$ cat src/rtl/cgra_seq_pkg.sv
// Shared types, sizes and helpers for the CGRA context sequencer.
package cgra_seq_pkg;

  localparam int CONTEXT_DEPTH = 16;
  localparam int PC_WIDTH      = $clog2(CONTEXT_DEPTH);
  localparam int NUM_STALL_SRC = 4;
  localparam int ITER_WIDTH    = 16;
  localparam int COUNTER_W     = 32;

  typedef enum logic [1:0] {
    IDLE   = 2'd0,
    RUN    = 2'd1,
    PAUSE  = 2'd2,
    FINISH = 2'd3
  } state_t;

  typedef enum logic [1:0] {
    NONE    = 2'd0,
    DONE    = 2'd1,
    TIMEOUT = 2'd2,
    ABORT   = 2'd3
  } cause_t;

  // Performance counters stick at all-ones instead of wrapping.
  function automatic logic [COUNTER_W-1:0] sat_inc(input logic [COUNTER_W-1:0] v);
    logic [COUNTER_W-1:0] r;
    if (v == {COUNTER_W{1'b1}}) begin
      r = v;
    end else begin
      r = v + {{(COUNTER_W-1){1'b0}}, 1'b1};
    end
    return r;
  endfunction

endpackage

$ cat src/rtl/cgra_ctx_pc_gen.sv
// Context PC generator: walks the latched slot window and counts completed passes.
module cgra_ctx_pc_gen #(
  parameter int PC_WIDTH   = 4,
  parameter int ITER_WIDTH = 16
) (
  input  logic                  clk,
  input  logic                  rst,
  input  logic                  load_i,
  input  logic                  clr_i,
  input  logic                  advance_i,
  input  logic [PC_WIDTH-1:0]   pc_start_i,
  input  logic [PC_WIDTH-1:0]   pc_end_i,
  input  logic [ITER_WIDTH-1:0] iter_count_i,
  output logic [PC_WIDTH-1:0]   pc_o,
  output logic [ITER_WIDTH-1:0] iter_o,
  output logic                  last_pass_done_o
);

  logic [PC_WIDTH-1:0]   pc_q, pc_d;
  logic [PC_WIDTH-1:0]   start_q, start_d;
  logic [PC_WIDTH-1:0]   end_q, end_d;
  logic [ITER_WIDTH-1:0] iter_q, iter_d;
  logic [ITER_WIDTH-1:0] iter_count_q, iter_count_d;
  logic                  at_end_s;

  assign at_end_s = (pc_q == end_q);

  // A zero iteration count means unbounded, so it never produces a last pass.
  assign last_pass_done_o = advance_i && at_end_s && (iter_count_q != {ITER_WIDTH{1'b0}})
                            && ((iter_q + ITER_WIDTH'(1)) == iter_count_q);

  always_comb begin
    pc_d         = pc_q;
    start_d      = start_q;
    end_d        = end_q;
    iter_d       = iter_q;
    iter_count_d = iter_count_q;
    if (load_i) begin
      pc_d         = pc_start_i;
      start_d      = pc_start_i;
      end_d        = pc_end_i;
      iter_count_d = iter_count_i;
      iter_d       = {ITER_WIDTH{1'b0}};
    end else if (clr_i) begin
      pc_d = {PC_WIDTH{1'b0}};
    end else if (advance_i) begin
      if (at_end_s) begin
        pc_d   = start_q;
        iter_d = iter_q + ITER_WIDTH'(1);
      end else begin
        pc_d = pc_q + PC_WIDTH'(1);
      end
    end else begin
      pc_d = pc_q;
    end
  end

  always_ff @(posedge clk) begin
    if (rst) begin
      pc_q         <= {PC_WIDTH{1'b0}};
      start_q      <= {PC_WIDTH{1'b0}};
      end_q        <= {PC_WIDTH{1'b0}};
      iter_q       <= {ITER_WIDTH{1'b0}};
      iter_count_q <= {ITER_WIDTH{1'b0}};
    end else begin
      pc_q         <= pc_d;
      start_q      <= start_d;
      end_q        <= end_d;
      iter_q       <= iter_d;
      iter_count_q <= iter_count_d;
    end
  end

  assign pc_o   = pc_q;
  assign iter_o = iter_q;

endmodule

$ cat src/rtl/cgra_context_sequencer.sv
// CGRA array conductor: run/pause/finish FSM, masked stall merge, termination cause
// and RUN/stall performance counters around the context PC generator.
module cgra_context_sequencer
  import cgra_seq_pkg::*;
#(
  parameter int CTX_DEPTH  = CONTEXT_DEPTH,
  parameter int PC_W       = $clog2(CTX_DEPTH),
  parameter int STALL_SRCS = NUM_STALL_SRC,
  parameter int ITER_W     = ITER_WIDTH
) (
  input  logic                  clk,
  input  logic                  rst,
  input  logic                  start_i,
  input  logic                  soft_reset_i,
  input  logic                  pause_i,
  input  logic                  resume_i,
  input  logic [PC_W-1:0]       pc_start_i,
  input  logic [PC_W-1:0]       pc_end_i,
  input  logic [ITER_W-1:0]     iter_count_i,
  input  logic [31:0]           max_cycles_i,
  input  logic [STALL_SRCS-1:0] stall_src_i,
  input  logic [STALL_SRCS-1:0] stall_mask_i,
  input  logic                  array_done_i,
  output logic                  busy_o,
  output logic                  paused_o,
  output logic                  done_o,
  output logic [1:0]            cause_o,
  output logic                  pe_enable_o,
  output logic                  pe_reset_o,
  output logic [PC_W-1:0]       context_pc_o,
  output logic [ITER_W-1:0]     iter_o,
  output logic [31:0]           cycle_count_o,
  output logic [31:0]           stall_count_o
);

  state_t               state_q, state_d;
  cause_t               cause_q, cause_d;
  logic [COUNTER_W-1:0] max_cycles_q, max_cycles_d;
  logic [COUNTER_W-1:0] cycle_cnt_q, cycle_cnt_d;
  logic [COUNTER_W-1:0] stall_cnt_q, stall_cnt_d;
  logic                 pe_reset_q, pe_reset_d;
  logic                 stall_s, timeout_s, last_pass_s;
  logic                 pc_load_s, pc_clr_s, pc_adv_s;

  assign stall_s   = |(stall_src_i & stall_mask_i);
  assign timeout_s = (max_cycles_q != 32'd0) && (cycle_cnt_q >= max_cycles_q);
  assign pc_load_s = (state_q == IDLE) && start_i && !soft_reset_i;
  assign pc_clr_s  = (state_q == IDLE) && soft_reset_i;
  assign pc_adv_s  = (state_q == RUN) && !stall_s;

  cgra_ctx_pc_gen #(
    .PC_WIDTH   (PC_W),
    .ITER_WIDTH (ITER_W)
  ) u_pc_gen (
    .clk              (clk),
    .rst              (rst),
    .load_i           (pc_load_s),
    .clr_i            (pc_clr_s),
    .advance_i        (pc_adv_s),
    .pc_start_i       (pc_start_i),
    .pc_end_i         (pc_end_i),
    .iter_count_i     (iter_count_i),
    .pc_o             (context_pc_o),
    .iter_o           (iter_o),
    .last_pass_done_o (last_pass_s)
  );

  always_comb begin
    state_d      = state_q;
    cause_d      = cause_q;
    max_cycles_d = max_cycles_q;
    cycle_cnt_d  = cycle_cnt_q;
    stall_cnt_d  = stall_cnt_q;
    pe_reset_d   = soft_reset_i;
    case (state_q)
      IDLE: begin
        if (start_i && !soft_reset_i) begin
          state_d      = RUN;
          cause_d      = NONE;
          max_cycles_d = max_cycles_i;
          cycle_cnt_d  = {COUNTER_W{1'b0}};
          stall_cnt_d  = {COUNTER_W{1'b0}};
        end else begin
          state_d = IDLE;
        end
      end
      RUN: begin
        // The exit cycle is still a RUN cycle, so it is counted like any other.
        cycle_cnt_d = sat_inc(cycle_cnt_q);
        if (stall_s) begin
          stall_cnt_d = sat_inc(stall_cnt_q);
        end else begin
          stall_cnt_d = stall_cnt_q;
        end
        if (soft_reset_i) begin
          state_d = FINISH;
          cause_d = ABORT;
        end else if (array_done_i || last_pass_s) begin
          state_d = FINISH;
          cause_d = DONE;
        end else if (timeout_s) begin
          state_d = FINISH;
          cause_d = TIMEOUT;
        end else if (pause_i) begin
          state_d = PAUSE;
        end else begin
          state_d = RUN;
        end
      end
      PAUSE: begin
        if (soft_reset_i) begin
          state_d = FINISH;
          cause_d = ABORT;
        end else if (resume_i) begin
          state_d = RUN;
        end else begin
          state_d = PAUSE;
        end
      end
      FINISH: begin
        state_d = IDLE;
      end
      default: begin
        state_d = IDLE;
      end
    endcase
  end

  always_ff @(posedge clk) begin
    if (rst) begin
      state_q      <= IDLE;
      cause_q      <= NONE;
      max_cycles_q <= {COUNTER_W{1'b0}};
      cycle_cnt_q  <= {COUNTER_W{1'b0}};
      stall_cnt_q  <= {COUNTER_W{1'b0}};
      pe_reset_q   <= 1'b0;
    end else begin
      state_q      <= state_d;
      cause_q      <= cause_d;
      max_cycles_q <= max_cycles_d;
      cycle_cnt_q  <= cycle_cnt_d;
      stall_cnt_q  <= stall_cnt_d;
      pe_reset_q   <= pe_reset_d;
    end
  end

  assign busy_o        = (state_q == RUN) || (state_q == PAUSE);
  assign paused_o      = (state_q == PAUSE);
  assign done_o        = (state_q == FINISH);
  assign cause_o       = cause_q;
  assign pe_enable_o   = (state_q == RUN) && !stall_s;
  assign pe_reset_o    = pe_reset_q;
  assign cycle_count_o = cycle_cnt_q;
  assign stall_count_o = stall_cnt_q;

endmodule
$ cat config.mk
export PLATFORM = sky130hd
export DESIGN_NAME = cgra_context_sequencer
export DESIGN_NICKNAME = d
export VERILOG_FILES = /design/src/rtl/cgra_seq_pkg.sv /design/src/rtl/cgra_ctx_pc_gen.sv /design/src/rtl/cgra_context_sequencer.sv
export SDC_FILE = /design/constraint.sdc
export NUM_CORES = 1
export LEC_CHECK = 0
export ABC_AREA = 1
export BUFFER_PORTS_ARGS = -buffer_cell sky130_fd_sc_hd__buf_2
export CORE_MARGIN = 2
export CORE_UTILIZATION = 40
export DETAILED_ROUTE_END_ITERATION = 16
export PLACE_DENSITY = 0.65
export SYNTH_ARGS = -nofsm -noshare
export SYNTH_HDL_FRONTEND = slang
export SYNTH_HIERARCHICAL = 1
export SYNTH_SLANG_ARGS = --single-unit
$ cat constraint.sdc
create_clock -name clk -period 7.1 [get_ports clk]
set_clock_uncertainty 0.15 [all_clocks]
set_input_delay 1.42 -clock clk [delete_from_list [all_inputs] [get_ports clk]]
set_output_delay 1.42 -clock clk [all_outputs]
set_load 0.1 [all_outputs]
==> metrics.txt, run 1 <==
Most Frequent Cell on Critical Path=buf_2; setup repair after global routing missed its margin=no; WL per Instance=13.55 µm; top cell type by total area after synthesis=dfxtp_1; Fmax achieved=236.5 MHz; count of flip-flops with a built-in enable after synthesis=0; Routed Antenna Nets=0; data required time at the worst endpoint=5.53 ns; All-Layer GR Usage=20.84%; final period demand of the worst path=4.228 ns; maximum fanout along the worst path=4; largest net degree at the start of global routing=65; number of warnings reported in the yosys synthesis log=6; most frequently used flop master after synthesis=dfxtp_1; Root Buffer Master=clkbuf_16; Max clock buf depth=2; clock sink total=145; Crit path largest cell delay=0.53 ns; placed wire-length estimate after detailed placement=17140 µm; biggest area contributors in the synthesized netlist=dfxtp_1 34%, nand2_1 13%, a21oi_1 7.2%, nor2_1 6.9%, inv_1 6.6%; category of the worst setup path launch point=input port; Hold Path Sink=u_pc_gen/start_q[1]; drt first-iter violations=548; share of the core filled with cells=47.97%; Top Family by Delay on Critical Path=buffers and inverters; number of endpoints failing setup at the final stage=0; outcome=finished clean; final period utilization=59.56%; reg2reg end=u_pc_gen/iter_o[13]; portion of the post-synthesis area used by sequential elements=34.34%; final-report max-slew violation count=0; ordered list of cells on the worst path=buf_2 -> nand2_1 -> nand3_1 -> a221oi_1 -> buf_2; Starting Density=40.47%; relative max-transition margin=24.46%; number of port buffers=161; remaining global-route overflow=0; synthesized flop and latch total=145; slowest stage cell, crit path=buf_2; number of nets in the layout=1529; share of synthesized flip-flops with an asynchronous set or reset=0%; top cell type's share of synthesized area=34.34%; vias in the first global route=7662; post-synthesis average cell area=6.661 µm²; flop-to-flop setup slack=3.73 ns; total vias in the final route=8479; Least-Margin Pin Slew=1.132 ns; Pre-antenna DRT Iters=5; worst reg-to-reg path cell count=9; core box area=0.02089 mm²; die width=149.4 µm; Setup Buffers After CTS=0; global placer's final weighted congestion=0.9152; CP Capture Type=primary output; syn nets=1380; Mapped Cells=1269; post-detailed-route DRC marker count=0; P per Cell Area=203.6 mW/mm²; CTS Buf Count=17; fraction of final layout cells sized beyond drive strength 1=17.05%; TNS Setup=0 ns; reg-to-reg critical path startpoint=state_q[1]; filler instances=2169; antenna violations before repair=0; buffer and inverter count on the worst path=2; I/O pin count=162; post-synthesis instance area=0.008453 mm²; vertical die dimension=149.4 µm; hold bufs inserted after CTS=0; count of distinct cell types in the synthesized netlist=47; # rows=53; Leakage=4.339 nW; H-tree level count=4; CTS tree=yes; peak supply drop=0.1170 mV; Final Hold Vio Count=0; Setup Crit Path Kind=input port to primary output; cells resized by post-CTS repair=0; number of cells traversed by the worst hold path=2; worst hold path type=flip-flop to flip-flop; total die area=0.02231 mm²; Data arrival, critical path=2.66 ns; clock-pin slew reported for the worst setup and hold paths after clock tree synthesis=0.07 ns; P&R area growth vs syn=18.55%; Avg Vias per Cell=4.970; clk_lat worst skew=0.43 ns; number of maximum-capacitance violations=0; global-route wire length before repair=37680 µm; routed wire length=23110 µm; number of diodes=0; HP Start=u_pc_gen/start_q[1]
[routing by layer]
layer / vias up / GRT usage [%] / part of all wire [%]
li1: 4455 / - / -
met2: 207 / 35.23 / 47
met1: 3798 / 27.13 / 46
met5: - / 0 / 0
met3: 19 / 4.771 / 5.8
met4: 0 / 4.476 / 1.1
[where the power goes]
group          switching (mW)  internal [mW]
clock network           0.386          0.473
registers              0.0230          0.845
logic                   0.224         0.0885
[synthesized netlist by cell type, types with 2 or more instances]
master and number:
nand3_1 64, o21bai_1 2, inv_2 5, a31oi_1 9
nor2_1 156, nand4_1 27, buf_6 4, nor2_4 9
clkinv_1 2, clkbuf_1 24, xor2_1 10, nand2_1 292
buf_4 3, nand3_2 5, nor4_1 5, nand3b_1 3
nand2_2 7, a21oi_1 121, nor3_1 32, buf_2 4
dfxtp_1 145, nor3b_1 3, xnor2_1 11, o21ai_0 99
nor2_2 11, and3_1 3, ha_1 40, nand2_4 2
inv_1 148, o211ai_1 4, o21a_1 3
[worst min-delay path: stages, from the launching register on]
cell and delay (ns):
dfxtp_1 0.31, nand2_1 0.06, a21oi_1 0.05
[cell usage in the layout (no fill, tap or decap), drive strengths merged, types with 3 or more instances in the layout]
cell      Yosys  routed
nand2       301     301
nor2        176     176
buf          12     166
inv         153     158
dfxtp       145     145
a21oi       122     122
o21ai       102     102
nand3        69      69
ha           40      40
nor3         32      32
nand4        28      28
clkbuf       24      20
xnor2        11      11
xor2         10      10
a31oi         9       9
clkinv        2       6
nor4          5       5
o211ai        4       4
nor3b         4       4
and3          3       3
o21a          3       3
clkinvlp      0       3
nand3b        3       3
[state kept, by name (all words and copies together) (netlist names), 4 cells and up]
register and flops:
cycle_count_o 32, u_pc_gen/start_q 4, stall_count_o 32, u_pc_gen/iter_count_q 16, max_cycles_q 32, u_pc_gen/end_q 4
u_pc_gen/iter_o 16, u_pc_gen/pc_o 4
[area by class of cell]
type	count	area [µm²]	area share, %
clock buffer	20	456.7	4.557
clock inverter	12	100.1	0.9989
inverter	155	581.8	5.806
multi-input combinational	933	4792	47.82
sequential	145	2903	28.97
tap	275	344.1	3.434
timing repair buffer	166	843.3	8.416
[through the flow]
step	instance area, µm²	power [mW]	std cells	hold WS, ns	worst slack (ns)
finish	10020	2.040	1706	0.3145	2.872
global route	10020	2.140	1706	0.3462	2.718
CTS	10020	2.063	1706	0.3160	2.826
detailed placement	9464	1.199	1674	0.3056	2.829
global placement	9464	1.196	1674	0.3010	2.935
floorplan	8453	1.124	1269	0.2850	1.516
[worst max path at each step]
stage | from | end | slack (ns) | cells past startpoint
2_1_floorplan | stall_src_i[3] | cause_o[0] | 1.52 | 18
3_3_place_gp | stall_src_i[3] | pe_enable_o | 2.93 | 5
3_5_place_dp | stall_src_i[3] | pe_enable_o | 2.83 | 5
4_1_cts | stall_src_i[3] | pe_enable_o | 2.83 | 5
5_1_grt | stall_src_i[3] | pe_enable_o | 2.72 | 5
6_report | stall_src_i[3] | pe_enable_o | 2.87 | 5
[cell families (layout without fill, tap and decap cells)]
group,Yosys count,count (layout),synth area share (%)
flops,145,145,34.34
fa+ha+maj,40,40,5.921
simple gates,623,623,32.53
xor+xnor,23,23,2.723
buf+inv,191,353,9.029
compound gates,247,247,15.45
Power figures use the tool's default switching activity.
==> run 2, diff against run 1 <==
==> constraint.sdc (replaced) <==
create_clock -name clk -period 4.22 [get_ports clk]
set_clock_uncertainty 0.15 [all_clocks]
set_input_delay 0.844 -clock clk [delete_from_list [all_inputs] [get_ports clk]]
set_output_delay 0.844 -clock clk [all_outputs]
set_load 0.1 [all_outputs]
==> metrics.txt, run 2 (synthesis gave the netlist of run 1 again) <==
data required time at the worst endpoint=3.23 ns (-2.30 ns); Routed Antenna Nets=0 (unchanged); leading cell type in the layout, fill and taps excluded=nand2_1; Starting Density=40.47% (unchanged); routed wire length=23450 µm (+1.5%); worst hold path type=flip-flop to flip-flop; Setup Crit Path Kind=flip-flop to primary output; vias in the first global route=7868 (+2.7%); setup repair after global routing missed its margin=no; routed length on met3=1323 µm (-1.3%); maximum fanout along the worst path=12 (+8); Root Buffer Master=clkbuf_16; Routed met2 length=11010 µm (+0.85%); cells resized by post-CTS repair=0 (unchanged); P per Cell Area=355.6 mW/mm² (+75%); outcome=finished clean; All-Layer GR Usage=21.15% (+0.31 points); relative max-transition margin=24.89% (+0.42 points); number of port buffers=161 (unchanged); uppermost routed layer=met4; Fmax achieved=309.7 MHz; global placer's final weighted congestion=0.9179 (+0.30%); filler instances=2184 (+0.69%); H-tree level count=4 (unchanged); final period utilization=76.51%; antenna violations before repair=0 (unchanged); hold bufs inserted after CTS=0 (unchanged); Total Power=3.597 mW (+76%); clock sink total=145 (unchanged); WL per Instance=13.72 µm (+1.3%); CTS Buf Count=17 (unchanged); remaining global-route overflow=0 (unchanged); post-detailed-route DRC marker count=0 (unchanged); # rows=53 (unchanged); pre-CTS setup slack=1.189 ns (-1.640 ns); drt first-iter violations=485 (-11%); clock-pin slew reported for the worst setup and hold paths after clock tree synthesis=0.07 ns (about the same); wire length on met1=10660 µm (+0.45%); Least-Margin Pin Slew=1.125 ns (-0.006390 ns); Max clock buf depth=2 (unchanged); TNS Setup=0 ns (unchanged); Final Hold Vio Count=0 (unchanged); number of endpoints failing setup at the final stage=0 (unchanged); Avg Vias per Cell=5.044 (+1.5%); fraction of final layout cells sized beyond drive strength 1=17.29% (+0.24 points); Setup Buffers After CTS=0 (unchanged); share of the core filled with cells=48.42% (+0.44 points); core box area=0.02089 mm² (unchanged); post-route setup slack=0.9911 ns (-1.880 ns); final period demand of the worst path=3.229 ns; commonest non-fill, non-tap cells in the layout=292 x nand2_1, 161 x buf_2, 156 x nor2_1; CTS tree=yes; I/O pin count=162 (unchanged); total vias in the final route=8620 (+1.7%); global-route wire length before repair=38320 µm (+1.7%); number of diodes=0 (unchanged); final std cells w/o fill=1709 (+0.18%); placed cell count=1677 (+0.18%); clk_lat worst skew=0.42 ns (about the same); number of nets in the layout=1532 (+0.20%); P&R area growth vs syn=19.64%; Pre-antenna DRT Iters=5 (unchanged); Leakage=4.388 nW (+1.1%); Data arrival, critical path=2.23 ns (-0.43 ns); largest net degree at the start of global routing=65 (unchanged); number of maximum-capacitance violations=0 (unchanged); die width=149.4 µm (unchanged); category of the worst setup path launch point=flip-flop; vertical die dimension=149.4 µm (unchanged); CP Capture Type=primary output; final-report max-slew violation count=0 (unchanged); placed wire-length estimate after detailed placement=17390 µm (+1.4%); total die area=0.02231 mm² (unchanged); peak supply drop=0.2283 mV (+95%)
run 2: critical path, stage by stage, from the launching register on:
cell and delay [ns]:
dfxtp_1 0.33, inv_1 0.08, ha_1 0.18, buf_4 0.23, nand3_1 0.11, a221oi_2 0.37
buf_2 0.51
run 2: per-stage QoR:
stage          instance area [µm²]  hold slack, ns
2_1_floorplan                 8459          0.2850
3_3_place_gp                  9493          0.3037
3_5_place_dp                  9493          0.3082
4_1_cts                      10110          0.3183
5_1_grt                      10110          0.3310
6_report                     10110          0.3181
run 2: worst paths after layout:
| kind | start | end | slack, ns | depth (start not counted) |
|---|---|---|---|---|
| max | state_q[1] | pe_enable_o | 0.99 | 6 |
| min reg2reg | u_pc_gen/start_q[2] | u_pc_gen/start_q[2] | 0.32 | 2 |
| min | u_pc_gen/start_q[2] | u_pc_gen/start_q[2] | 0.32 | 2 |
| max reg2reg | state_q[1] | cause_o[0] | 1.39 | 20 |
run 2: power by group:
group	internal [mW]	total [mW]	switching, mW
Clock	0.960	1.60	0.644
Sequential	1.42	1.46	0.0393
Combinational	0.151	0.531	0.381
run 2: area by class of cell:
type | count | area (µm²) | area share (%)
sequential | 145 | 2903 | 28.70
clock buffer | 19 | 442.9 | 4.380
timing repair buffer | 169 | 865.8 | 8.561
tap | 275 | 344.1 | 3.402
multi-input combinational | 933 | 4798 | 47.45
clock inverter | 13 | 177.7 | 1.757
inverter | 155 | 581.8 | 5.753
run 2: layer usage:
| metal | GRT usage [%] | vias up |
|---|---|---|
| li1 | - | 4455 |
| met4 | 6.619 | 0 |
| met3 | 4.740 | 31 |
| met2 | 34.61 | 216 |
| met1 | 27.73 | 3918 |
| met5 | 0 | - |
